File: config.mk
export PLATFORM = sky130hd
export DESIGN_NAME = io_out_port
export DESIGN_NICKNAME = d
export VERILOG_FILES = /design/src/rtl/io_out_port.sv
export SDC_FILE = /design/constraint.sdc
export NUM_CORES = 1
export LEC_CHECK = 0
export ABC_AREA = 1
export CAP_MARGIN = 5
export CORE_AREA = 10 10 112 114
export CTS_BUF_LIST = sky130_fd_sc_hd__clkbuf_4 sky130_fd_sc_hd__clkbuf_8
export CTS_CLUSTER_SIZE = 25
export DETAILED_ROUTE_END_ITERATION = 6
export DIE_AREA = 0 0 122 124
export DONT_BUFFER_PORTS = 1
export PLACE_DENSITY = 0.55
export SETUP_SLACK_MARGIN = 0.1
export SLEW_MARGIN = 20
export SYNTH_ARGS = -nofsm -noshare
export SYNTH_HDL_FRONTEND = slang
export SYNTH_SLANG_ARGS = --single-unit
File: constraint.sdc
create_clock -name CLK -period 5.1 [get_ports CLK]
set_input_delay 0.765 -clock CLK [delete_from_list [all_inputs] [get_ports CLK]]
set_output_delay 0.765 -clock CLK [all_outputs]
set_load 0.05 [all_outputs]
File: src/rtl/io_out_port.sv
// io_out_port: output-side peripheral for final_processor.
// Buffers words written by the processor's OUT instruction in a small FIFO and
// drains them to an external consumer over a valid/ready handshake. Writes that
// arrive while the FIFO is full (and nothing is popped) are dropped and latch a
// sticky overflow flag. The head word is presented first-word-fall-through from
// a register, so every output is glitch-free and free of combinational paths
// from the inputs.
// Optional feature: define IO_OUT_TAG_EN to add a 4-bit per-word sequence tag
// on out_tag, presented in lockstep with out_data.
module io_out_port #(
    parameter int DATA_W = 16,
    parameter int DEPTH  = 4,
    parameter int ADDR_W = $clog2(DEPTH)
) (
    input  logic              CLK,
    input  logic              reset,
    input  logic              wr_en,
    input  logic [DATA_W-1:0] wr_data,
    output logic              full,
    output logic              out_valid,
    output logic [DATA_W-1:0] out_data,
    input  logic              out_ready,
    output logic [ADDR_W:0]   count,
    output logic              overflow
`ifdef IO_OUT_TAG_EN
    ,
    output logic [3:0]        out_tag
`endif
);

    localparam logic [ADDR_W-1:0] PTR_ONE  = ADDR_W'(1);
    localparam logic [ADDR_W:0]   CNT_ONE  = (ADDR_W + 1)'(1);
    localparam logic [ADDR_W:0]   CNT_FULL = (ADDR_W + 1)'(DEPTH);

    logic [DATA_W-1:0] r_mem [DEPTH];
    logic [ADDR_W-1:0] r_wr_ptr;
    logic [ADDR_W-1:0] r_rd_ptr;
    logic [ADDR_W:0]   r_count;
    logic              r_full;
    logic              r_out_valid;
    logic [DATA_W-1:0] r_out_data;
    logic              r_overflow;

    logic              w_pop;
    logic              w_push;
    logic              w_drop;
    logic [ADDR_W:0]   w_count_nxt;
    logic [ADDR_W-1:0] w_head_idx;
    logic              w_head_bypass;
    logic [DATA_W-1:0] w_out_data_nxt;

`ifdef IO_OUT_TAG_EN
    logic [3:0]        r_tag_mem [DEPTH];
    logic [3:0]        r_seq;
    logic [3:0]        r_out_tag;
    logic [3:0]        w_out_tag_nxt;
`endif

    // Handshake decode, next occupancy and the word that will sit at the head after this edge.
    always_comb begin
        // NOTE: every always_comb output gets a default first so no path can infer a latch.
        w_pop          = r_out_valid && out_ready;
        w_push         = wr_en && (!r_full || w_pop);
        w_drop         = wr_en && !w_push;
        w_count_nxt    = r_count;
        w_head_idx     = r_rd_ptr;
        w_head_bypass  = 1'b0;
        w_out_data_nxt = r_out_data;

        if (w_push && !w_pop) begin
            w_count_nxt = r_count + CNT_ONE;
        end else if (w_pop && !w_push) begin
            w_count_nxt = r_count - CNT_ONE;
        end

        if (w_pop) begin
            w_head_idx = r_rd_ptr + PTR_ONE;
        end

        // The incoming word becomes the head when it lands exactly at the new read slot
        // (write into empty, or push+pop with one entry); it is not in r_mem yet.
        w_head_bypass = w_push && (w_head_idx == r_wr_ptr);

        if (w_count_nxt != '0) begin
            w_out_data_nxt = w_head_bypass ? wr_data : r_mem[w_head_idx];
        end
    end

    // Pointers, occupancy, flags and the registered head word.
    always_ff @(posedge CLK or negedge reset) begin
        if (!reset) begin
            r_wr_ptr    <= '0;
            r_rd_ptr    <= '0;
            r_count     <= '0;
            r_full      <= 1'b0;
            r_out_valid <= 1'b0;
            r_out_data  <= '0;
            r_overflow  <= 1'b0;
        end else begin
            if (w_push) begin
                r_wr_ptr <= r_wr_ptr + PTR_ONE;
            end
            if (w_pop) begin
                r_rd_ptr <= r_rd_ptr + PTR_ONE;
            end
            if (w_drop) begin
                r_overflow <= 1'b1;
            end
            r_count     <= w_count_nxt;
            r_full      <= (w_count_nxt == CNT_FULL);
            r_out_valid <= (w_count_nxt != '0);
            r_out_data  <= w_out_data_nxt;
        end
    end

    // Storage write on every accepted push.
    // NOTE: storage has no reset; its contents are only read behind valid pointers.
    always_ff @(posedge CLK) begin
        if (w_push) begin
            r_mem[r_wr_ptr] <= wr_data;
        end
    end

`ifdef IO_OUT_TAG_EN
    // Tag that follows the head word, chosen the same way as the head data.
    always_comb begin
        w_out_tag_nxt = r_out_tag;
        if (w_count_nxt != '0) begin
            w_out_tag_nxt = w_head_bypass ? r_seq : r_tag_mem[w_head_idx];
        end
    end

    // Sequence counter (accepted writes only) and registered head tag.
    always_ff @(posedge CLK or negedge reset) begin
        if (!reset) begin
            r_seq     <= '0;
            r_out_tag <= '0;
        end else begin
            if (w_push) begin
                r_seq <= r_seq + 4'd1;
            end
            r_out_tag <= w_out_tag_nxt;
        end
    end

    // Tag storage alongside each data word.
    always_ff @(posedge CLK) begin
        if (w_push) begin
            r_tag_mem[r_wr_ptr] <= r_seq;
        end
    end

    assign out_tag = r_out_tag;
`endif

    assign full      = r_full;
    assign out_valid = r_out_valid;
    assign out_data  = r_out_data;
    assign count     = r_count;
    assign overflow  = r_overflow;

endmodule
== After elaboration in Yosys (flattened, before gate mapping) ==
Memory sizes are Yosys's and may differ from the RTL's. A register that Yosys moved wholly into a read port is not among the register bits.
Index checks and enable logic that the tools add are counted.
Operators by class
  add/sub/neg operators: 4
  equality and inequality tests: 1
  mux-type cells: 5
  reductions and logical operators: 11
Operators by type and width (count)
  $mux W3: 2
  $logic_and A1 B1 Y1: 5
  $add A2 B1 Y2 const B: 2
  $logic_not A1 Y1: 4
  $add A3 B1 Y3 const B: 1
  $eq A3 B3 Y1 const B: 1
  $reduce_bool A3 Y1: 1
  $sub A3 B1 Y3 const B: 1
  $mux W1: 2
  $mux W2: 1
  $logic_or A1 B1 Y1: 1
Storage, ports and cells
  flip-flop bits (word level): 10
  bits in writable memories: 64
  input port bits: 20
  output and inout bits: 22
  word-level logic and storage cells: 28
  memories: 1
Memory list
  r_mem: depth 4, width 16, read ports 1, clocked after memory_dff 1, write ports 1, line 35  | logic [DATA_W-1:0] r_mem [DEPTH];

== Longest topological paths before layout ==
  depth in word-level cells: 8
  mapped depth: 12
  mapped depth without buffers: 11

== Worst setup path before layout ==
Ideal clock, no wire load.
  path type: in2reg
  from: in out_ready
  to: mem r_mem[0][0], enable pin
  setup time: 0.389 ns
  arrival: 1.873 ns
  data required time: 4.711 ns
  path slack: 2.839 ns
  cell stages on the path: 4
  buffers on the path: 0
  cell sequence: nand2_2 > nand2_1 > nand2_1 > nor2_1
On the way
  word-level cells in the longest chain between the ends: 5
Ends and longest elaborated chain
  from (decl): line 22  | input logic out_ready,
  $logic_and A1 B1 Y1: line 62  | w_pop = r_out_valid && out_ready;
  $logic_or A1 B1 Y1: line 63  | w_push = wr_en && (!r_full || w_pop);
  $logic_and A1 B1 Y1: line 63
  $mux W1: line 119  | if (w_push) begin
  $mux W1 (implied by the code): line 120  | r_mem[r_wr_ptr] <= wr_data;
  to (decl): line 35
Every way passes these cells.

== Final worst setup path ==
  from: reg r_out_valid, in the netlist out_valid
  to: reg r_out_data[12], in the netlist out_data[12], read port of r_mem
On the way
  word-level cells in the longest chain between the ends: 8
  elaborated cells between the ends (all ways): 11
  those cells by class: 3 x mux; 8 x reduce/logical
Ends and longest elaborated chain
  from (decl): line 40  | logic r_out_valid;
  from (signal assigned): line 111  | r_out_valid <= (w_count_nxt != '0);
  $logic_and A1 B1 Y1 *: line 62
  $logic_or A1 B1 Y1: line 63
  $logic_and A1 B1 Y1: line 63
  $logic_not A1 Y1: line 72  | end else if (w_pop && !w_push) begin
  $logic_and A1 B1 Y1: line 72
  $mux W3: line 72
  $mux W3: line 70  | if (w_push && !w_pop) begin
  $reduce_bool A3 Y1: line 84  | if (w_count_nxt != '0) begin
  to (decl): line 41  | logic [DATA_W-1:0] r_out_data;
Mark *: on every way between the ends. The rest lies on a longest branch, timed or not.
A chain may end at the register's enable or synchronous reset.

==> impl_metrics.py <==
metrics = {
    "outcome": {
        "status": "finished, final reports clean",
    },
    "grt": {
        "grt_pass1_vias": 2739,
        "antenna_found_initial": 0,
        "grt-ovfl-total": 0,
        "grt_pass1_wl_mm": 15.0,
        "grt_max_degree": 37,
        "grt_usage": 0.127,
    },
    "setup_path": {
        "critPathCapture": "out_data[12]$_DFFE_PN0P_",
        "r2r_end": "out_data[12]$_DFFE_PN0P_",
        "worstSetupStartpointType": "register",
        "rr_startpoint": "out_valid$_DFF_PN0_",
        "regToRegSetupSlack_ns": 1.78,
        "crit_required_ns": 5.40,
        "startpoint": "out_valid$_DFF_PN0_",
        "reg2reg_depth": 10,
        "critPathMaxFanout": 34,
        "worstSetupEndpointType": "register",
        "arrival_ns": 3.61,
        "critical_path_class": "reg -> reg",
    },
    "drt": {
        "avgRoutedWirePerCell_um": 17.0,
        "viasPerCell": 5.17,
        "drt_iter0_drc": 246,
        "num_vias": 2757,
        "antenna_left": 0,
        "firstDrtPassIters": 4,
        "drc": 0,
        "drt_wl_total_mm": 9.09,
    },
    "sta": {
        "setup_viol": 0,
        "setup_tns_ns": 0,
        "hold_ws_ns": 0.0945,
        "maxSlewViolCount": 0,
        "hold_viol": 0,
        "slew_headroom": 0.533,
        "rsz0062_at_grt": "no",
        "max_clock_freq_mhz": 302,
        "min_period_ns": 3.32,
        "finClkSkew_ns": 0.0124,
        "post-route-period-util": 0.650,
        "worst_pin_slew_ns": 0.698,
    },
    "power_and_ir_drop": {
        "ir_drop_uv": 247,
        "leakagePower_uw": 0.00184,
        "power.total_uw": 2990,
        "p_per_area_nw_per_um2": 686,
    },
    "logic_synthesis": {
        "yosysWarnings": 0,
        "ys_seq_area_frac": 0.641,
        "synth_area_um2": 4010,
        "ys_ff_latch": 90,
        "avgSynthCellArea_um2": 10.2,
        "syn_nets": 420,
        "synth_cell_types": 21,
        "yosys.area.top_type": "edfxtp_1",
        "netlist_instances": 394,
        "synth_area_leaders": "edfxtp_1 (48%), dfrtp_1 (16%), nand3_1 (13%), nand2_1 (9.5%), inv_1 (3.3%)",
        "synth_top_area_frac": 0.479,
    },
    "final_layout": {
        "layout-drive-gt1-share": 0.0806,
        "regArea_um2": 2570,
        "area_delta_synth_final_pct": 8.61,
        "fin_area_um2": 4360,
        "mostFrequentLayoutCell": "nand3_1",
        "fin_nets": 418,
        "multiInputGateArea_um2": 1220,
        "fill_cells": 979,
        "final_cell_mix": "nand3_1 (103), nand2_1 (102), edfxtp_1 (64), inv_1 (35), dfrtp_1 (26)",
        "antennaDiodeCount": 0,
    },
    "clocking": {
        "cts_root_buf": "clkbuf_8",
        "cts_htree_levels": 3,
        "cts.clk_slew.worst_paths_ns": 0.09,
        "hold_buffers": 0,
        "cts_tree": "built",
        "clock_latency_ns": 0.35,
        "clock_path_buffers": 2,
        "cts_buffers": 9,
        "clock-sinks": 90,
        "post_cts_resized": 0,
        "cts_setup_buffers": 0,
    },
    "floorplan": {
        "io-pin-count": 42,
        "die_area_um2": 15100,
        "die_h_um": 124,
        "fp.dieW_um": 122,
        "start_util": 0.392,
        "rows": 37,
        "core_area_um2": 10200,
    },
    "min_path": {
        "min_path_type": "in -> async",
    },
    "placed_design": {
        "portBuffers": 0,
        "gp_congestion": 0.792,
        "dp_hpwl_mm": 5.97,
        "post_dp_cell_area_um2": 4140,
    },
    "run": {
        "cap_violations": 0,
    },
}
==> cell usage after synthesis <==
cell type / n
o21bai_1: 1
xor2_1: 1
edfxtp_1: 64
dfrtp_1: 26
ha_1: 6
nor2_4: 1
inv_1: 35
buf_4: 1
buf_2: 4
nand3_2: 3
inv_2: 1
buf_6: 1
nor2_1: 7
nor3_1: 1
nand3_1: 103
nand2_1: 102
clkbuf_1: 12
nand4_1: 16
a21oi_1: 1
nand2_2: 7
xnor2_1: 1
==> power by group <==
group | internal [uW] | switching (uW) | total, uW
Clock | 283 | 251 | 535
Combinational | 305 | 732 | 1040
Sequential | 1000 | 420 | 1420
==> how the worst min path moves through the flow <==
stage                               end  slack [ns]  cells past startpoint
2_1_floorplan        count[0]$_DFF_PN0_        0.47                      0
3_3_place_gp    r_wr_ptr[1]$_DFFE_PN0P_        0.47                      0
3_5_place_dp   out_data[12]$_DFFE_PN0P_        0.47                      0
4_1_cts        out_data[12]$_DFFE_PN0P_        0.08                      0
5_1_grt         out_data[0]$_DFFE_PN0P_        0.07                      0
6_report             count[2]$_DFF_PN0_        0.09                      0
==> per-layer routing <==
layer,global-route usage,vias to the layer above,part of all wire
li1,-,1343,-
met5,0,-,0
met4,0.0611,0,0.023
met3,0.0412,15,0.091
met2,0.189,69,0.43
met1,0.165,1330,0.45
==> cell type report <==
cell class                      count  share of cell area
Clock buffer                       10              0.0302
Clock inverter                      6              0.0207
Inverter                           36              0.0310
Multi-Input combinational cell    250               0.280
Sequential cell                    90               0.590
Tap cell                          136              0.0391
Timing Repair Buffer                5             0.00862
==> cell families (layout without fill, tap and decap cells) <==
group | Yosys count | after routing | synth area share
xor+xnor | 2 | 2 | 0.00437
compound gates | 2 | 2 | 0.00312
simple gates | 240 | 240 | 0.278
buf+inv | 54 | 57 | 0.0546
flops | 90 | 90 | 0.641
fa+ha+maj | 6 | 6 | 0.0187
==> registers in the layout, indices dropped and copies added, names as in the netlist <==
name,flops
overflow,1
r_wr_ptr,2
out_data,16
r_mem,64
out_valid,1
full,1
count,3
r_rd_ptr,2
==> worst max-delay path: stages, from the launching register on <==
cell     delay [ns]
dfrtp_1        0.71
nand2_2        0.19
nand2_2        0.56
nand2_2        0.59
nand2_1        0.21
nand2_2        0.08
nor2_4         0.30
nand2_2        0.28
nand2_1        0.13
nand3_1        0.10
nand2_1        0.09
==> through the flow <==
| stage | instances | util | setup WS (ns) |
|---|---|---|---|
| 2_1_floorplan | 394 | - | 2.84 |
| 3_3_place_gp | 517 | 0.404 | 1.90 |
| 3_5_place_dp | 517 | 0.404 | 1.81 |
| 4_1_cts | 533 | 0.426 | 1.79 |
| 5_1_grt | 533 | 0.426 | 1.49 |
| 6_report | 533 | 0.426 | 1.78 |
No activity file was read; power rests on OpenSTA's default activity.
